$ cat src/rtl/hd_elastic_receiver.sv
// hd_elastic_receiver: elastic receive buffer with zero-latency pass-through.
// Ports:
//   clk, rst (sync, active-low)
//   pipe_data/pipe_valid/ready_output : upstream handshake
//   data_dest/dest_valid/ready        : downstream handshake
//   flush                             : discard all buffered entries
//   count/almost_full/high_water      : registered occupancy status
module hd_elastic_receiver #(
    parameter int DATA_WIDTH = 32,
    parameter int DEPTH      = 4,
    parameter int AFULL_LVL  = DEPTH - 1
) (
    input  logic                    clk,
    input  logic                    rst,
    input  logic [DATA_WIDTH-1:0]   pipe_data,
    input  logic                    pipe_valid,
    output logic                    ready_output,
    input  logic                    ready,
    output logic [DATA_WIDTH-1:0]   data_dest,
    output logic                    dest_valid,
    input  logic                    flush,
    output logic [$clog2(DEPTH):0]  count,
    output logic                    almost_full,
    output logic [$clog2(DEPTH):0]  high_water
);

    localparam int PW = $clog2(DEPTH);
    localparam int CW = PW + 1;

    localparam logic [CW-1:0] DEPTH_C = CW'(DEPTH);
    localparam logic [CW-1:0] AFULL_C = CW'(AFULL_LVL);
    localparam logic [CW-1:0] ONE_C   = CW'(1);
    localparam logic [PW-1:0] PONE_C  = PW'(1);

    // Storage is never reset; only control state is.
    logic [DATA_WIDTH-1:0] mem_q [DEPTH];

    logic [PW-1:0] rd_ptr_q, rd_ptr_d;
    logic [PW-1:0] wr_ptr_q, wr_ptr_d;
    logic [CW-1:0] count_q, count_d;
    logic [CW-1:0] high_water_q, high_water_d;
    logic          almost_full_q, almost_full_d;

    logic empty;
    logic push;
    logic pop;
    logic store;
    logic bpop;

    assign empty = (count_q == '0);

    // ready_output depends only on registered count and flush,
    // never on downstream ready.
    assign ready_output = (count_q < DEPTH_C) & ~flush;

    always_comb begin
        dest_valid = 1'b0;
        data_dest  = pipe_data;
        if (!flush) begin
            if (empty) begin
                dest_valid = pipe_valid;
                data_dest  = pipe_data;
            end else begin
                dest_valid = 1'b1;
                data_dest  = mem_q[rd_ptr_q];
            end
        end else if (!empty) begin
            data_dest = mem_q[rd_ptr_q];
        end
    end

    assign push = pipe_valid & ready_output;
    assign pop  = dest_valid & ready;

    // A pass-through word consumed in the same cycle skips the buffer.
    assign store = push & ~(empty & ready);
    assign bpop  = pop & ~empty;

    always_comb begin
        rd_ptr_d = rd_ptr_q;
        wr_ptr_d = wr_ptr_q;
        count_d  = count_q;
        if (flush) begin
            rd_ptr_d = '0;
            wr_ptr_d = '0;
            count_d  = '0;
        end else begin
            if (store) begin
                wr_ptr_d = wr_ptr_q + PONE_C;
            end
            if (bpop) begin
                rd_ptr_d = rd_ptr_q + PONE_C;
            end
            unique case ({store, bpop})
                2'b10:   count_d = count_q + ONE_C;
                2'b01:   count_d = count_q - ONE_C;
                default: count_d = count_q;
            endcase
        end
    end

    always_comb begin
        high_water_d = high_water_q;
        if (flush) begin
            high_water_d = '0;
        end else if (count_d > high_water_q) begin
            high_water_d = count_d;
        end
    end

    // Registered so it tracks the registered count exactly.
    assign almost_full_d = (count_d >= AFULL_C);

    always_ff @(posedge clk) begin
        if (!rst) begin
            rd_ptr_q      <= '0;
            wr_ptr_q      <= '0;
            count_q       <= '0;
            high_water_q  <= '0;
            almost_full_q <= 1'b0;
        end else begin
            rd_ptr_q      <= rd_ptr_d;
            wr_ptr_q      <= wr_ptr_d;
            count_q       <= count_d;
            high_water_q  <= high_water_d;
            almost_full_q <= almost_full_d;
        end
    end

    always_ff @(posedge clk) begin
        if (store) begin
            mem_q[wr_ptr_q] <= pipe_data;
        end
    end

    assign count       = count_q;
    assign almost_full = almost_full_q;
    assign high_water  = high_water_q;

endmodule

$ cat config.mk
export PLATFORM = sky130hd
export DESIGN_NAME = hd_elastic_receiver
export DESIGN_NICKNAME = d
export VERILOG_FILES = /design/src/rtl/hd_elastic_receiver.sv
export SDC_FILE = /design/constraint.sdc
export NUM_CORES = 1
export LEC_CHECK = 0
export CORE_MARGIN = 3
export CORE_UTILIZATION = 55
export CTS_BUF_LIST = sky130_fd_sc_hd__clkbuf_4 sky130_fd_sc_hd__clkbuf_8 sky130_fd_sc_hd__clkbuf_16
export DETAILED_ROUTE_END_ITERATION = 12
export PLACE_DENSITY = 0.83
export SETUP_SLACK_MARGIN = 0.4
export SYNTH_ARGS = -nofsm -noshare
export SYNTH_HDL_FRONTEND = slang
export SYNTH_SLANG_ARGS = --single-unit
$ cat constraint.sdc
create_clock -name clk -period 5.3 [get_ports clk]
set_clock_uncertainty 0.1 [all_clocks]
set_input_delay 1.06 -clock clk [delete_from_list [all_inputs] [get_ports clk]]
set_output_delay 1.06 -clock clk [all_outputs]
set_load 0.1 [all_outputs]
=== Word level (Yosys, flattened, before mapping) ===
Memories as Yosys holds them, arrays and structs flattened. A register that Yosys moved wholly into a read port is not among the register bits.
Index checks and enable logic that the tools add are counted.
W data, S select, Z words.

* Flip-flop bits (word level): 11
* Bits in latches: 0
* RAM bits: 128
* Memory bits (read-only): 0
* Input port bits: 37
* Logic and storage cells: 36
* Memories kept: 1

{| class="wikitable"
|+ Memory list
! name !! depth !! bits a word !! read ports !! clocked after memory_dff !! write ports !! RTL line !! text
|-
| mem_q || 4 || 32 || 1 || 1 || 1 || 36 || <nowiki>logic [DATA_WIDTH-1:0] mem_q [DEPTH];</nowiki>
|}

* Add/subtract/negate cells: 4
* Multipliers: 0
* Div/mod/pow operators: 0
* Magnitude comparators: 3
* Eq/ne operators: 2
* Shifts and indexed selects: 0
* Muxes and demuxes: 9
* Bitwise operators: 10
* Reduce and logical (&&, ||, !) cells: 2

{| class="wikitable"
|+ Operators by type and width
! cell !! count
|-
| $mux W32 || 1
|-
| $and A1 B1 Y1 || 6
|-
| $pmux W3 S2 || 1
|-
| $add A2 B1 Y2 const B || 2
|-
| $mux W1 || 4
|-
| $mux W2 || 2
|-
| $not A1 Y1 || 4
|-
| $add A3 B1 Y3 const B || 1
|-
| $ge A3 B2 Y1 const B || 1
|-
| $gt A3 B3 Y1 || 1
|-
| $logic_not A3 Y1 || 1
|-
| $lt A3 B3 Y1 const B || 1
|-
| $mux W3 || 1
|-
| $sub A3 B1 Y3 const B || 1
|-
| $eq A2 B1 Y1 const B || 1
|-
| $eq A2 B2 Y1 const B || 1
|-
| $reduce_or A2 Y1 || 1
|}

=== Depth between registers and ports, before layout ===
* Word-level depth: 9
* Depth in mapped cells: 15
* Gate-level depth less buffers: 14

=== Worst setup path before layout ===
OpenSTA, ideal clock, no wires.

* Path type: reg-to-reg
* Start point: reg count_q[0], in the netlist count[0]
* End point: reg high_water_q[0], in the netlist high_water[0]
* Setup time: 0.128 ns
* Data arrival time: 3.916 ns
* Path slack: 1.157 ns
* Cell stages (with the launch flop): 15
* Buffers on the path: 0
* Clock period less this slack: 4.143 ns
* Cell sequence: dfxtp_1 > nor2_2 > a2111oi_4 > inv_1 > ha_1 > fa_1 > xnor2_1 > nor2_1 > xnor2_1 > nor2_1 > ha_1 > and3_1 > a21oi_1 > mux2i_1 > nor2_1

* Word-level cells in the longest chain between the ends: 9

{| class="wikitable"
|+ Ends and longest elaborated chain
! what !! RTL line !! text
|-
| start, declared || 40 || <nowiki>logic [CW-1:0] count_q, count_d;</nowiki>
|-
| start signal, assigned || 124 || <nowiki>count_q <= count_d;</nowiki>
|-
| parallel branches: the longest is 6 deep, another holds $lt A3 B3 Y1 || -- ||
|-
| $pmux W3 S2 * || 94 || <nowiki>unique case ({store, bpop})</nowiki>
|-
| $mux W3 * || 83 || <nowiki>if (flush) begin</nowiki>
|-
| named net count_d[2] || 40 ||
|-
| $gt A3 B3 Y1 * || 106 || <nowiki>end else if (count_d > high_water_q) begin</nowiki>
|-
| end signal, assigned || 125 || <nowiki>high_water_q <= high_water_d;</nowiki>
|-
| end, declared || 41 || <nowiki>logic [CW-1:0] high_water_q, high_water_d;</nowiki>
|}

Mark *: on every way through the listed nets, which the timed path passes.
A chain may end at the register's enable or synchronous reset.

=== Worst setup path after layout ===
* Start point: reg count_q[0], in the netlist count[0]
* End point: out data_dest[27]

* Word-level cells in the longest chain between the ends: 2

{| class="wikitable"
|+ Ends and longest elaborated chain
! what !! RTL line !! text
|-
| $logic_not A3 Y1 || 50 || <nowiki>assign empty = (count_q == '0);</nowiki>
|-
| $mux W32 || 60 || <nowiki>if (empty) begin</nowiki>
|-
| end, declared || 19 || <nowiki>output logic [DATA_WIDTH-1:0] data_dest,</nowiki>
|}

No other way between the ends.

==> impl_metrics.yaml <==
status:
  outcome: "finished clean"
die:
  dieArea_um2: 11600
  ioPinCount: 78
  die_h_um: 108
  start_util: 0.574
  rows: 36
  core_area_um2: 9950
  dieWidth_um: 108
placement:
  post_dp_cell_area_um2: 6600
  place_hpwl_mm: 6.49
  io_buffers: 77
  gp_congestion: 0.782
worst_hold_path:
  hold_path_class: "reg2reg"
  min_from: "high_water[1]"
layout:
  diodes: 0
  multi_input_area_um2: 1510
  nets: 478
  area_growth_pct: 26.3
  fillers: 606
  seqCellArea_um2: 4110
  design_area_um2: 7210
  drive_gt1_frac: 0.180
routing:
  num_vias: 3221
  drt-initial-drc-count: 225
  drtPass1Iterations: 4
  via_per_inst: 5.58
  drc: 0
  wl_per_cell_um: 19.9
  ant_nets: 0
  drt_wl_total_mm: 11.5
global_routing:
  grt_max_degree: 35
  gr-total-overflow: 0
  busiest_layer: "met2"
  gr-usage-met1: 0.266
  grt_pass1_wl_mm: 18.0
  use_met3: 0.0567
  grt_usage: 0.215
  grt_pass1_vias: 3423
  grt_util_met2: 0.364
  antenna_found_initial: 0
synth:
  synth.mux.area_fraction: 0.131
  async_flop_share: 0
  synth_top_family_by_area: "multiplexers"
  yosysWarnings: 0
  seq_area_frac_synth: 0.718
  synth.distinct_cells: 28
  synthesis.instances: 349
  synth_edf_count: 128
  syn-cell-area_um2: 5710
  synth.largest_area_cell: "edfxtp_1"
  synth_nets: 395
  synth_fa_ha_area_frac: 0.0210
  netlist.area_leader.share: 0.673
  ys_seq_elements: 141
  synth_compound_area_frac: 0.0118
  ys_top_cells_by_area: "edfxtp_1, mux4_2, nand2_1"
  avgSynthCellArea_um2: 16.4
  synth-simple-area-share: 0.0904
  yosys.area_share.xor_xnor: 0.00920
  synth_flop_cell: "edfxtp_1"
worst_setup_path:
  cp_cell_sequence: "or3_2, nand2_1, nand2_1, clkdlybuf4s50_1"
  critical_path_class: "reg2out"
  crit_path_end_kind: "output pin"
  endpoint: "data_dest[27]"
  slowest_delay_ns: 1.14
  crit_slowest_cell: "clkdlybuf4s50_1"
  r2r_slack_ns: 1.05
  reg2reg_depth: 14
  critPathLaunch: "count[0]"
  path_depth: 4
  critPathTopFamily: "buffers and inverters"
  critical_path_arrival_ns: 3.19
  reg2reg_from: "count[0]"
  timing.rr.end: "high_water[0]"
  cp_max_fo: 34
  cp_data_required_time_ns: 4.14
  worst_setup_path_start_kind: "flop"
  path_buf_inv: 1
  worst_path_most_repeated_cell: "nand2_1"
sta:
  tightest_slew_ns: 1.01
  setup_viol: 0
  fin_tns_setup_ns: 0
  relSlewSlack: 0.322
  slew_violations: 0
  grt_setup_unrepaired: "no"
  post-route-period-util: 0.820
  max_freq_ghz: 0.230
  min_period_ns: 4.35
  hold_viol: 0
pwr:
  power.density_nw_per_um2: 381
  total_power_uw: 2750
  peakVddDrop_uv: 201
  leakage_uw: 0.00249
clocking:
  clk_pin_slew_ns: 0.06
  clock_latency_ns: 0.51
  cts_resized: 0
  cts_setup_buffers: 0
  cts_tree: "yes"
  hold_buffers: 0
  clk_path_buf_depth: 2
  clkSinkCount: 141
  numCtsBuffers: 17
  root_buffer: "clkbuf_8"
  cts_htree_levels: 4
job:
  maxCapViolCount: 0
==> cell families (layout without fill, tap and decap cells) <==
| logic type | Yosys count | in the layout |
|---|---|---|
| AOI/OAI and AO/OA | 8 | 8 |
| xor gates and xnor gates | 6 | 6 |
| adders and majority gates | 9 | 9 |
| buffers and inverters | 23 | 118 |
| DFF | 141 | 141 |
| muxes | 35 | 35 |
| and+or+nand+nor | 127 | 127 |
==> area by class of cell <==
cell class,instances,share of cell area
clock inverter,13,0.0274
multi-input combinational,185,0.210
inverter,7,0.00364
clock buffer,18,0.0584
timing repair buffer,80,0.109
sequential,141,0.569
tap,133,0.0231
==> tightest hold or removal path, cell delays in order, from the launching register on <==
cell and delay, ns:
dfxtp_1 0.32, inv_1 0.09, o31ai_1 0.08
==> placed cells by master, fill, tap and decap left out <==
cell,netlist,final
and3_1,1,1
nor3_1,2,1
xnor2_1,4,4
clkinv_4,0,1
nor2_1,15,15
inv_1,7,7
clkdlybuf4s50_1,0,73
a2111oi_4,1,1
a211oi_1,1,1
o31ai_1,1,1
and2_2,5,5
nor2_2,1,1
nand3b_1,1,1
dfxtp_1,13,11
a21oi_1,4,4
dfxtp_2,0,2
fa_1,1,1
nand2b_1,2,2
nand3_1,1,1
ha_1,8,8
clkinv_1,0,1
or3_2,1,1
clkbuf_4,0,1
clkbuf_16,0,16
nor3_2,0,1
edfxtp_1,128,128
nand2_1,98,98
clkinvlp_4,0,2
xor2_1,2,2
mux4_2,32,32
o21ai_0,1,1
clkinv_2,0,4
mux2i_1,3,3
clkbuf_8,0,1
buf_4,3,7
bufinv_16,0,5
==> flip-flops by register name, indices dropped and copies added (netlist names), named ones only <==
name,flops
wr_ptr_q,2
almost_full,1
mem_q,128
count,3
high_water,3
rd_ptr_q,2
==> stage by stage <==
| step | hold slack, ns | utilization | worst slack (ns) | instances |
|---|---|---|---|---|
| 4_1_cts | 0.431 | 0.725 | 0.890 | 577 |
| 3_5_place_dp | 0.423 | 0.663 | 0.567 | 546 |
| 5_1_grt | 0.459 | 0.725 | 0.735 | 577 |
| 6_report | 0.434 | 0.725 | 0.952 | 577 |
| 3_3_place_gp | 0.400 | 0.663 | 0.686 | 546 |
| 2_1_floorplan | 0.385 | - | 1.16 | 349 |
==> routing by layer <==
metal	share of wire	wire length [um]	vias up
li1	-	-	1464
met1	0.38	4330	1613
met2	0.54	6230	122
met3	0.064	731	22
met4	0.019	213	0
met5	0	0	-
==> Yosys cell counts, types with 2 or more instances <==
master / n
ha_1: 8
mux4_2: 32
buf_2: 4
nor2_1: 15
dfxtp_1: 13
xor2_1: 2
buf_1: 3
clkbuf_1: 6
buf_4: 3
and2_2: 5
mux2i_1: 3
nor3_1: 2
nand2b_1: 2
xnor2_1: 4
inv_1: 7
edfxtp_1: 128
a21oi_1: 4
nand2_1: 98
==> power breakdown <==
group	total [uW]	leakage, uW	internal, uW	switching (uW)
clock	1240	0.000301	809	430
combinational	279	0.000925	75.6	204
sequential	1230	0.00126	1220	3.98
total	2750	0.00249	2110	638
==> how the worst min path moves through the flow <==
stage | end | cells past startpoint
6_report | high_water[1] | 2
5_1_grt | high_water[1] | 2
4_1_cts | high_water[2] | 2
3_5_place_dp | high_water[1] | 2
3_3_place_gp | high_water[1] | 2
2_1_floorplan | flop | 2
(Power assumes the default switching activity.)
